--- config.mk ---
export PLATFORM = sky130hd
export DESIGN_NAME = fu_cdb_arbiter
export DESIGN_NICKNAME = d
export VERILOG_FILES = /design/src/rtl/fu_cdb_arbiter.sv
export SDC_FILE = /design/constraint.sdc
export NUM_CORES = 1
export LEC_CHECK = 0
export CELL_PAD_IN_SITES_DETAIL_PLACEMENT = 0
export CELL_PAD_IN_SITES_GLOBAL_PLACEMENT = 1
export CORE_AREA = 2 2 187 189
export DETAILED_ROUTE_END_ITERATION = 6
export DIE_AREA = 0 0 189 191
export PLACE_DENSITY = 0.8
export SETUP_SLACK_MARGIN = 0.05
export SYNTH_ARGS = -nofsm -noshare
export SYNTH_HDL_FRONTEND = slang
export SYNTH_SLANG_ARGS = --single-unit
--- constraint.sdc ---
create_clock -name clk -period 2.9 [get_ports clk]
set_input_delay 0.435 -clock clk [delete_from_list [all_inputs] [get_ports clk]]
set_output_delay 0.435 -clock clk [all_outputs]
set_load 0.005 [all_outputs]
--- src/rtl/fu_cdb_arbiter.sv ---
// rtl/fu_cdb_arbiter.sv - per-FU result queues with round-robin serialisation onto the CDB

package fu_cdb_pkg;

  // One CDB broadcast record: destination register and result value.
  typedef struct packed {
    logic [4:0]  rd;
    logic [31:0] data;
  } cdb_t;

endpackage

module fu_cdb_arbiter
  import fu_cdb_pkg::*;
#(
  parameter int NUM_FU = 4,
  parameter int QDEPTH = 2,
  parameter int IDX_W  = $clog2(NUM_FU)
) (
  input  logic                  clk,
  input  logic                  rst,
  input  logic                  flush,
  input  logic [NUM_FU-1:0]     fu_complete_valid,
  input  cdb_t [NUM_FU-1:0]     fu_complete_data,
  output logic [NUM_FU-1:0]     fu_stall,
  output logic                  cdb_valid,
  output cdb_t                  cdb_data,
  output logic [IDX_W-1:0]      cdb_src,
  output logic                  overflow_err
);

  // Pointer width wraps naturally because QDEPTH is a power of two;
  // the count needs one extra state to represent "full".
  localparam int PW = $clog2(QDEPTH);
  localparam int CW = $clog2(QDEPTH + 1);

  localparam logic [CW-1:0]    COUNT_FULL  = CW'(QDEPTH);
  localparam logic [CW-1:0]    COUNT_STALL = CW'(QDEPTH - 1);
  localparam logic [IDX_W-1:0] LAST_FU     = IDX_W'(NUM_FU - 1);

  // ---------------------------------------------------------------------------
  // Queue state
  // ---------------------------------------------------------------------------
  cdb_t          mem_q   [NUM_FU][QDEPTH];
  logic [PW-1:0] wptr_q  [NUM_FU];
  logic [PW-1:0] wptr_d  [NUM_FU];
  logic [PW-1:0] rptr_q  [NUM_FU];
  logic [PW-1:0] rptr_d  [NUM_FU];
  logic [CW-1:0] count_q [NUM_FU];
  logic [CW-1:0] count_d [NUM_FU];

  // ---------------------------------------------------------------------------
  // Arbiter and CDB output state
  // ---------------------------------------------------------------------------
  logic [IDX_W-1:0] rr_q;
  logic [IDX_W-1:0] rr_d;
  logic             cdb_valid_q;
  logic             cdb_valid_d;
  cdb_t             cdb_data_q;
  cdb_t             cdb_data_d;
  logic [IDX_W-1:0] cdb_src_q;
  logic [IDX_W-1:0] cdb_src_d;
  logic             overflow_q;
  logic             overflow_d;

  // ---------------------------------------------------------------------------
  // Per-queue status and handshakes
  // ---------------------------------------------------------------------------
  logic [NUM_FU-1:0] full;
  logic [NUM_FU-1:0] req;
  logic [NUM_FU-1:0] push;
  logic [NUM_FU-1:0] pop;
  logic              drop;

  logic              grant_valid;
  logic [IDX_W-1:0]  grant_idx;
  cdb_t              head_data;

  // Queue status flags; stall is raised one entry early so a same-cycle issue
  // to a single-cycle FU still has a slot when its result lands.
  always_comb begin
    for (int i = 0; i < NUM_FU; i++) begin
      full[i]     = (count_q[i] == COUNT_FULL);
      req[i]      = (count_q[i] != '0);
      fu_stall[i] = (count_q[i] >= COUNT_STALL);
    end
  end

  // Round-robin search starting at rr; iterating downward lets the nearest
  // requester (smallest offset from rr) win the final assignment.
  always_comb begin
    int idx;
    grant_valid = 1'b0;
    grant_idx   = '0;
    idx         = 0;
    for (int k = NUM_FU - 1; k >= 0; k--) begin
      idx = int'(rr_q) + k;
      if (idx >= NUM_FU) begin
        idx = idx - NUM_FU;
      end
      if (req[idx]) begin
        grant_valid = 1'b1;
        grant_idx   = IDX_W'(idx);
      end
    end
  end

  // Head of the granted queue; only meaningful when grant_valid is set.
  always_comb begin
    head_data = mem_q[grant_idx][rptr_q[grant_idx]];
  end

  // Push/pop qualification. A flush discards everything arriving this cycle,
  // and a completion into a full queue is dropped and flagged.
  always_comb begin
    drop = 1'b0;
    for (int i = 0; i < NUM_FU; i++) begin
      push[i] = fu_complete_valid[i] & ~full[i] & ~flush;
      pop[i]  = grant_valid & (grant_idx == IDX_W'(i)) & ~flush;
      if (fu_complete_valid[i] && full[i] && !flush) begin
        drop = 1'b1;
      end
    end
  end

  // Next-state for pointers and occupancy of every queue.
  always_comb begin
    for (int i = 0; i < NUM_FU; i++) begin
      wptr_d[i]  = wptr_q[i];
      rptr_d[i]  = rptr_q[i];
      count_d[i] = count_q[i];
      if (flush) begin
        wptr_d[i]  = '0;
        rptr_d[i]  = '0;
        count_d[i] = '0;
      end else begin
        if (push[i]) begin
          wptr_d[i] = wptr_q[i] + PW'(1);
        end
        if (pop[i]) begin
          rptr_d[i] = rptr_q[i] + PW'(1);
        end
        case ({push[i], pop[i]})
          2'b10:   count_d[i] = count_q[i] + CW'(1);
          2'b01:   count_d[i] = count_q[i] - CW'(1);
          default: count_d[i] = count_q[i];
        endcase
      end
    end
  end

  // Next-state for the CDB register, round-robin pointer and sticky error.
  always_comb begin
    cdb_valid_d = 1'b0;
    cdb_data_d  = '0;
    cdb_src_d   = cdb_src_q;
    rr_d        = rr_q;
    overflow_d  = overflow_q | drop;
    if (!flush && grant_valid) begin
      cdb_valid_d = 1'b1;
      cdb_data_d  = head_data;
      cdb_src_d   = grant_idx;
      rr_d        = (grant_idx == LAST_FU) ? '0 : grant_idx + IDX_W'(1);
    end
  end

  // Register queue pointers and occupancy.
  always_ff @(posedge clk) begin
    if (rst) begin
      for (int i = 0; i < NUM_FU; i++) begin
        wptr_q[i]  <= '0;
        rptr_q[i]  <= '0;
        count_q[i] <= '0;
      end
    end else begin
      for (int i = 0; i < NUM_FU; i++) begin
        wptr_q[i]  <= wptr_d[i];
        rptr_q[i]  <= rptr_d[i];
        count_q[i] <= count_d[i];
      end
    end
  end

  // Queue storage: contents are don't-care while empty, so no reset is needed.
  always_ff @(posedge clk) begin
    for (int i = 0; i < NUM_FU; i++) begin
      if (push[i]) begin
        mem_q[i][wptr_q[i]] <= fu_complete_data[i];
      end
    end
  end

  // Register the CDB broadcast, arbitration pointer and overflow flag.
  always_ff @(posedge clk) begin
    if (rst) begin
      cdb_valid_q <= 1'b0;
      cdb_data_q  <= '0;
      cdb_src_q   <= '0;
      rr_q        <= '0;
      overflow_q  <= 1'b0;
    end else begin
      cdb_valid_q <= cdb_valid_d;
      cdb_data_q  <= cdb_data_d;
      cdb_src_q   <= cdb_src_d;
      rr_q        <= rr_d;
      overflow_q  <= overflow_d;
    end
  end

  assign cdb_valid    = cdb_valid_q;
  assign cdb_data     = cdb_data_q;
  assign cdb_src      = cdb_src_q;
  assign overflow_err = overflow_q;

endmodule

==> results of run 1 <==
## routing by layer
metal	share of wire [%]	GRT usage (%)	wire, µm	vias up
met1	44	25.8	14800	3979
met2	47	28.5	15900	292
li1	-	-	-	3796
met3	7.0	3.49	2350	40
met5	0	0	0	-
met4	2.0	6.16	661	0
## power by group through the flow
stage / Sequential [mW] / Combinational (mW) / Clock (mW)
2_1_floorplan: 6.14 / 1.87 / 0
3_3_place_gp: 6.25 / 3.37 / 0
3_5_place_dp: 6.26 / 3.41 / 0
4_1_cts: 6.15 / 3.42 / 4.79
5_1_grt: 6.18 / 3.70 / 4.99
6_report: 6.14 / 3.42 / 4.71
## placed cells by master (no fill, tap or decap), drive strengths merged, types with 2 or more instances in the layout
cell type	Yosys	final
a221oi	2	2
ha	16	16
mux2	74	74
o21ai	151	151
and3	6	6
a21oi	5	5
a22oi	2	2
bufinv	0	3
buf	13	30
inv	14	14
dfxtp	59	59
xnor2	6	6
clkbuf	39	56
clkdlybuf4s50	0	199
o22ai	37	37
nand2	13	13
a21o	2	2
diode	0	4
a211oi	6	6
xor2	8	8
nor2b	4	4
nor2	25	25
and2	3	3
or3	3	3
mux2i	76	76
edfxtp	296	296
clkinv	0	11
and3b	3	3
or2	2	2
## registers in the layout (all words and copies together) (netlist names)
signal,cells
cdb_valid,1
count_q,8
rr_q,2
wptr_q,4
mem_q,296
cdb_src,2
overflow_err,1
rptr_q,4
cdb_data,37
## final cells by class
type,count,area [µm²],area share [%]
Sequential cell,355,10100,56.9
Multi-Input combinational cell,453,3460,19.5
Timing Repair Buffer,229,2330,13.1
Clock buffer,56,1060,5.98
Tap cell,455,569,3.21
Clock inverter,14,163,0.918
Inverter,14,52.6,0.297
Antenna cell,4,10.0,0.0565
## cell families (layout without fill, tap and decap cells)
kind of cell,after synthesis,in the layout
fa+ha+maj,16,16
mux,150,150
compound gates,211,211
xor+xnor,14,14
flops,355,355
other cells,0,4
simple gates,62,62
buf+inv,66,313
## per-stage QoR
step	cell area (µm²)	power, mW	util, %	hold slack [ns]	cells
after floorplan	13800	8.01	-	0.447	874
after global placement	16500	9.62	48.3	0.456	1506
after detailed placement	16500	9.66	48.3	0.484	1506
after CTS	17700	14.4	51.9	0.471	1576
after global routing	17700	14.9	51.9	0.492	1580
final	17700	14.3	51.9	0.492	1580
## worst max path at each step
stage | to | slack, ns | startpoint | cells after the start
floorplan | count_q[1][0] | 0.56 | count_q[1][0] | 11
global placement | cdb_data[32] | 0.39 | count_q[1][0] | 8
detailed placement | cdb_data[32] | 0.42 | count_q[1][0] | 8
CTS | cdb_data[33] | 0.41 | count_q[1][0] | 8
global route | cdb_data[33] | 0.24 | count_q[1][1] | 8
finish | cdb_data[32] | 0.36 | count_q[1][0] | 8
==> flow_summary.ini, run 1 <==
[power_and_ir_drop]
p_sw_share_pct = 29.0
p_seq_share_pct = 43.1
intPower_mw = 10.1
powerDensity_nw_per_um2 = 805
comb_power_share_pct = 23.9
vdd_ir_drop_max_v = 0.000695
p_sw_mw = 4.14
cellLeakagePower_nw = 5.80
clkPwrFrac_pct = 33.0

[hold_path]
hold_end = mem_q[3][62]
hold_start = fu_complete_data[136]
hold_path_depth = 1
hold_class = input port to flip-flop

[yosys]
yosys-top-cells-area = edfxtp_1 65%, dfxtp_1 8.6%, mux2_2 6.1%, mux2i_1 5.5%, o21ai_0 5.1%
ys_ff_latch = 355
syn-cell-area_um2 = 13800
yosysMostFrequentCell = edfxtp_1
ys.warnings.count = 0
ys_seq_area_share_pct = 73.2
synth_area_leader_cell = edfxtp_1
ys_types = 45
syn-mean-instance-area_um2 = 15.7
synthXorXnorAreaFrac_pct = 0.891
syn_nets = 1045
async_flop_share_pct = 0
synth_compound_area_share_pct = 8.59
synthMuxAreaShare_pct = 11.6
yosysTopAreaCellShare_pct = 64.6
synth_edf_count = 296
synth-simple-area-share_pct = 2.30
synth_adder_area_share_pct = 1.46
syn_inst = 874
synth_flop_cell = edfxtp_1
synth_commonest_cells = 296 x edfxtp_1, 139 x o21ai_0, 76 x mux2i_1, 74 x mux2_2, 59 x dfxtp_1
synth_top_family_by_area = multiplexers

[timing]
post-route-period-util_pct = 87.5
rsz0062_at_grt = false
final-setup-viol-count = 0
slew_violations = 0
fin_crit_ns = 2.54
skew_ns = 0.0167
relSlewSlack_pct = 55.6
worst_slack_ns = 0.364
maxClockFrequency_ghz = 0.394
tns_ns = 0
worstMarginPinSlew_ns = 0.666
hold_viol = 0

[final_layout]
area_growth_syn_to_layout_pct = 28.8
fillers = 2819
drive_above_1_share_pct = 16.0
fin_nets = 1262

[setup_path]
cp.arrival_ns = 2.92
critPathKind = flip-flop to flip-flop
worstReg2RegStart = count_q[1][0]
crit_buf_inv = 2
slowest_stage = o21ai_0
end_kind = flip-flop
max_stage_delay_ns = 0.50
crit_family = compound AO/OA/AOI/OAI gates
crit_chain = inv_1 > ha_1 > a21boi_0 > o32a_2 > or2_2 > buf_4 > o21ai_0 > o22ai_1
rrSetupSlack_ns = 0.36
worstPathRequired_ns = 3.28
reg2regPathDepth = 8
reg2reg_to = cdb_data[32]
cp_max_fo = 26
worstSetupStartpointType = flip-flop

[detailed_routing]
vias_per_cell = 5.13
first_pass_iters = 5
dr.first_iter.drc_count = 510
vias = 8107
wire_per_inst_um = 21.4
drt-total-wl_mm = 33.8
drc = 0
ant_nets = 0

[die]
core-area_um2 = 34100
initial_core_util_pct = 40.3
die-area_um2 = 36100
rows = 68
pin_count = 200
die_x_um = 189
die_y_um = 191

[cts]
clkSinkCount = 355
cts_buffers = 38
root_buffer = clkbuf_16
clockBufferDepth = 3
hold_buffers = 0
post_cts_resize_count = 0
cts_setup_buffers = 0
htree_num_levels = 2
insertion_delay_ns = 0.52
cts_tree = done
cts.clk_slew.worst_paths_ns = 0.06

[place]
pre_cts_slack_ns = 0.420
hpwl_mm = 23.4
io_buffer_count = 199
gp_congestion = 0.825

[grt]
grt_pass1_vias = 8128
grt_pass1_wl_mm = 49.4
grt_usage_pct = 18.3
antenna_found_initial = 4
grt_overflow = 0
grt_start_max_net_pins = 52

[outcome]
outcome = finished clean

[run]
maxCapViolCount = 0
Note: power is estimated with default switching activity, not from simulation.
==> inputs of run 2 (changes only) <==
- CORE_AREA: 2 2 187 189 -> 2 2 238 240
- DIE_AREA: 0 0 189 191 -> 0 0 240 242
- PLACE_DENSITY: 0.8 -> 0.55
==> run 2 against run 1 <==
Register-to-register slack got worse by 0.05 ns; worst hold slack got worse by 0.028 ns; sequential power about the same; combinational power increased by 1%; clock-buffer cell count increased by 7; power increased by 5.0%; clock skew decreased by 0.0051 ns; cell area increased by 3.0%; critical endpoint is now count_q[1][1]; largest cell class unchanged; largest power group unchanged.
==> flow_summary.ini, run 2 (synthesized netlist as in run 1, its figures left out) <==
[timing]
fin_crit_ns = 2.59
worstMarginPinSlew_ns = 0.911
hold_viol = 0
rsz0062_at_grt = false
skew_ns = 0.0116
slew_violations = 0
tns_ns = 0
post-route-period-util_pct = 89.3
maxClockFrequency_ghz = 0.386
relSlewSlack_pct = 39.3
final-setup-viol-count = 0

[power_and_ir_drop]
powerDensity_nw_per_um2 = 820
vdd_ir_drop_max_v = 0.000545
cellLeakagePower_nw = 5.90

[setup_path]
critPathKind = flip-flop to flip-flop
worstPathRequired_ns = 3.37
rrSetupSlack_ns = 0.31
worstReg2RegStart = count_q[1][0]
reg2reg_to = count_q[1][1]
worstSetupStartpointType = flip-flop
cp_max_fo = 33
cp.arrival_ns = 3.06
end_kind = flip-flop
reg2regPathDepth = 10

[final_layout]
layoutNonFillerInstCount = 1885
antenna_cells = 0
drive_above_1_share_pct = 17.1
multi_input_area_um2 = 3480
fin_nets = 1268
largest_reg_flops = 296
fillers = 5563
seqCellArea_um2 = 10100
layout_common_cells = 296 x edfxtp_1, 199 x clkdlybuf4s50_1, 139 x o21ai_0
area_growth_syn_to_layout_pct = 32.7
final_common_cell = edfxtp_1

[die]
rows = 87
die-area_um2 = 58100
initial_core_util_pct = 24.7
die_x_um = 240
pin_count = 200
die_y_um = 242
core-area_um2 = 55700

[place]
io_buffer_count = 199
hpwl_mm = 25.8
gp_congestion = 0.739
dp_cells = 1809

[cts]
insertion_delay_ns = 0.55
cts_buffers = 42
post_cts_resize_count = 0
root_buffer = clkbuf_16
clkSinkCount = 355
cts_setup_buffers = 0
clockBufferDepth = 3
cts_tree = done
hold_buffers = 0
htree_num_levels = 2
cts.clk_slew.worst_paths_ns = 0.06

[detailed_routing]
dr.first_iter.drc_count = 502
first_pass_iters = 4
vias_per_cell = 4.32
drc = 0
ant_nets = 0
vias = 8142
wire_per_inst_um = 21.1
drt-total-wl_mm = 39.7

[hold_path]
hold_class = input port to flip-flop
hold_start = fu_complete_data[92]
hold_path_depth = 1
hold_end = mem_q[2][55]

[grt]
grt_pass1_wl_mm = 57.0
grt_overflow = 0
grt_pass1_vias = 8544
grt_usage_pct = 13.5
grt_start_max_net_pins = 40
antenna_found_initial = 1

[run]
maxCapViolCount = 0

[outcome]
outcome = finished clean
-- run 2: final cells by class --
type / count / area share, %
repair buffers: 231 / 12.6
well taps: 756 / 5.18
clock inverters: 13 / 0.905
inverters: 14 / 0.288
multi-input cells: 453 / 19.1
clock buffers: 63 / 6.80
flip-flops and latches: 355 / 55.2
-- run 2: metal layers --
| metal | vias up | GRT usage, % | wire length, µm |
|---|---|---|---|
| li1 | 3803 | - | - |
| met1 | 4097 | 17.8 | 17600 |
| met2 | 185 | 22.4 | 19500 |
| met3 | 55 | 2.60 | 1870 |
| met4 | 2 | 3.96 | 762 |
| met5 | - | 0 | 17 |
-- run 2: worst max-delay path, cell delays in order, from the launching register on --
cell and delay (ns):
dfxtp_1 0.34, inv_1 0.08, ha_1 0.27, a21boi_0 0.27, o32a_4 0.23, or2_4 0.44
and3_1 0.31, ha_1 0.18, xor2_1 0.15, nor2_1 0.06, a211oi_1 0.16
-- run 2: per-stage QoR --
stage	hold slack [ns]	area [µm²]	util [%]	setup WS, ns	total power, mW
final	0.464	18300	32.8	0.312	15.0
after global routing	0.432	18300	32.8	0.101	15.7
after CTS	0.419	18300	32.8	0.255	15.2
after detailed placement	0.471	16900	30.2	0.286	9.79
after global placement	0.473	16900	30.2	0.359	9.76
after floorplan	0.447	13800	-	0.564	8.01
-- run 2: how the worst max path moves through the flow --
stage                              from             to  cells after the start
after detailed placement  count_q[1][0]  count_q[1][1]                     10
after floorplan           count_q[1][0]  count_q[1][0]                     11
after global routing      count_q[1][0]  count_q[1][1]                     10
final                     count_q[1][0]  count_q[1][1]                     10
after global placement    count_q[0][0]  count_q[1][1]                     10
after CTS                 count_q[1][0]  count_q[1][1]                     10
-- run 2: report_power, final --
part,internal (mW),switching [mW]
clock,3.30,2.04
sequential,5.92,0.238
combinational,1.37,2.10
total,10.6,4.38
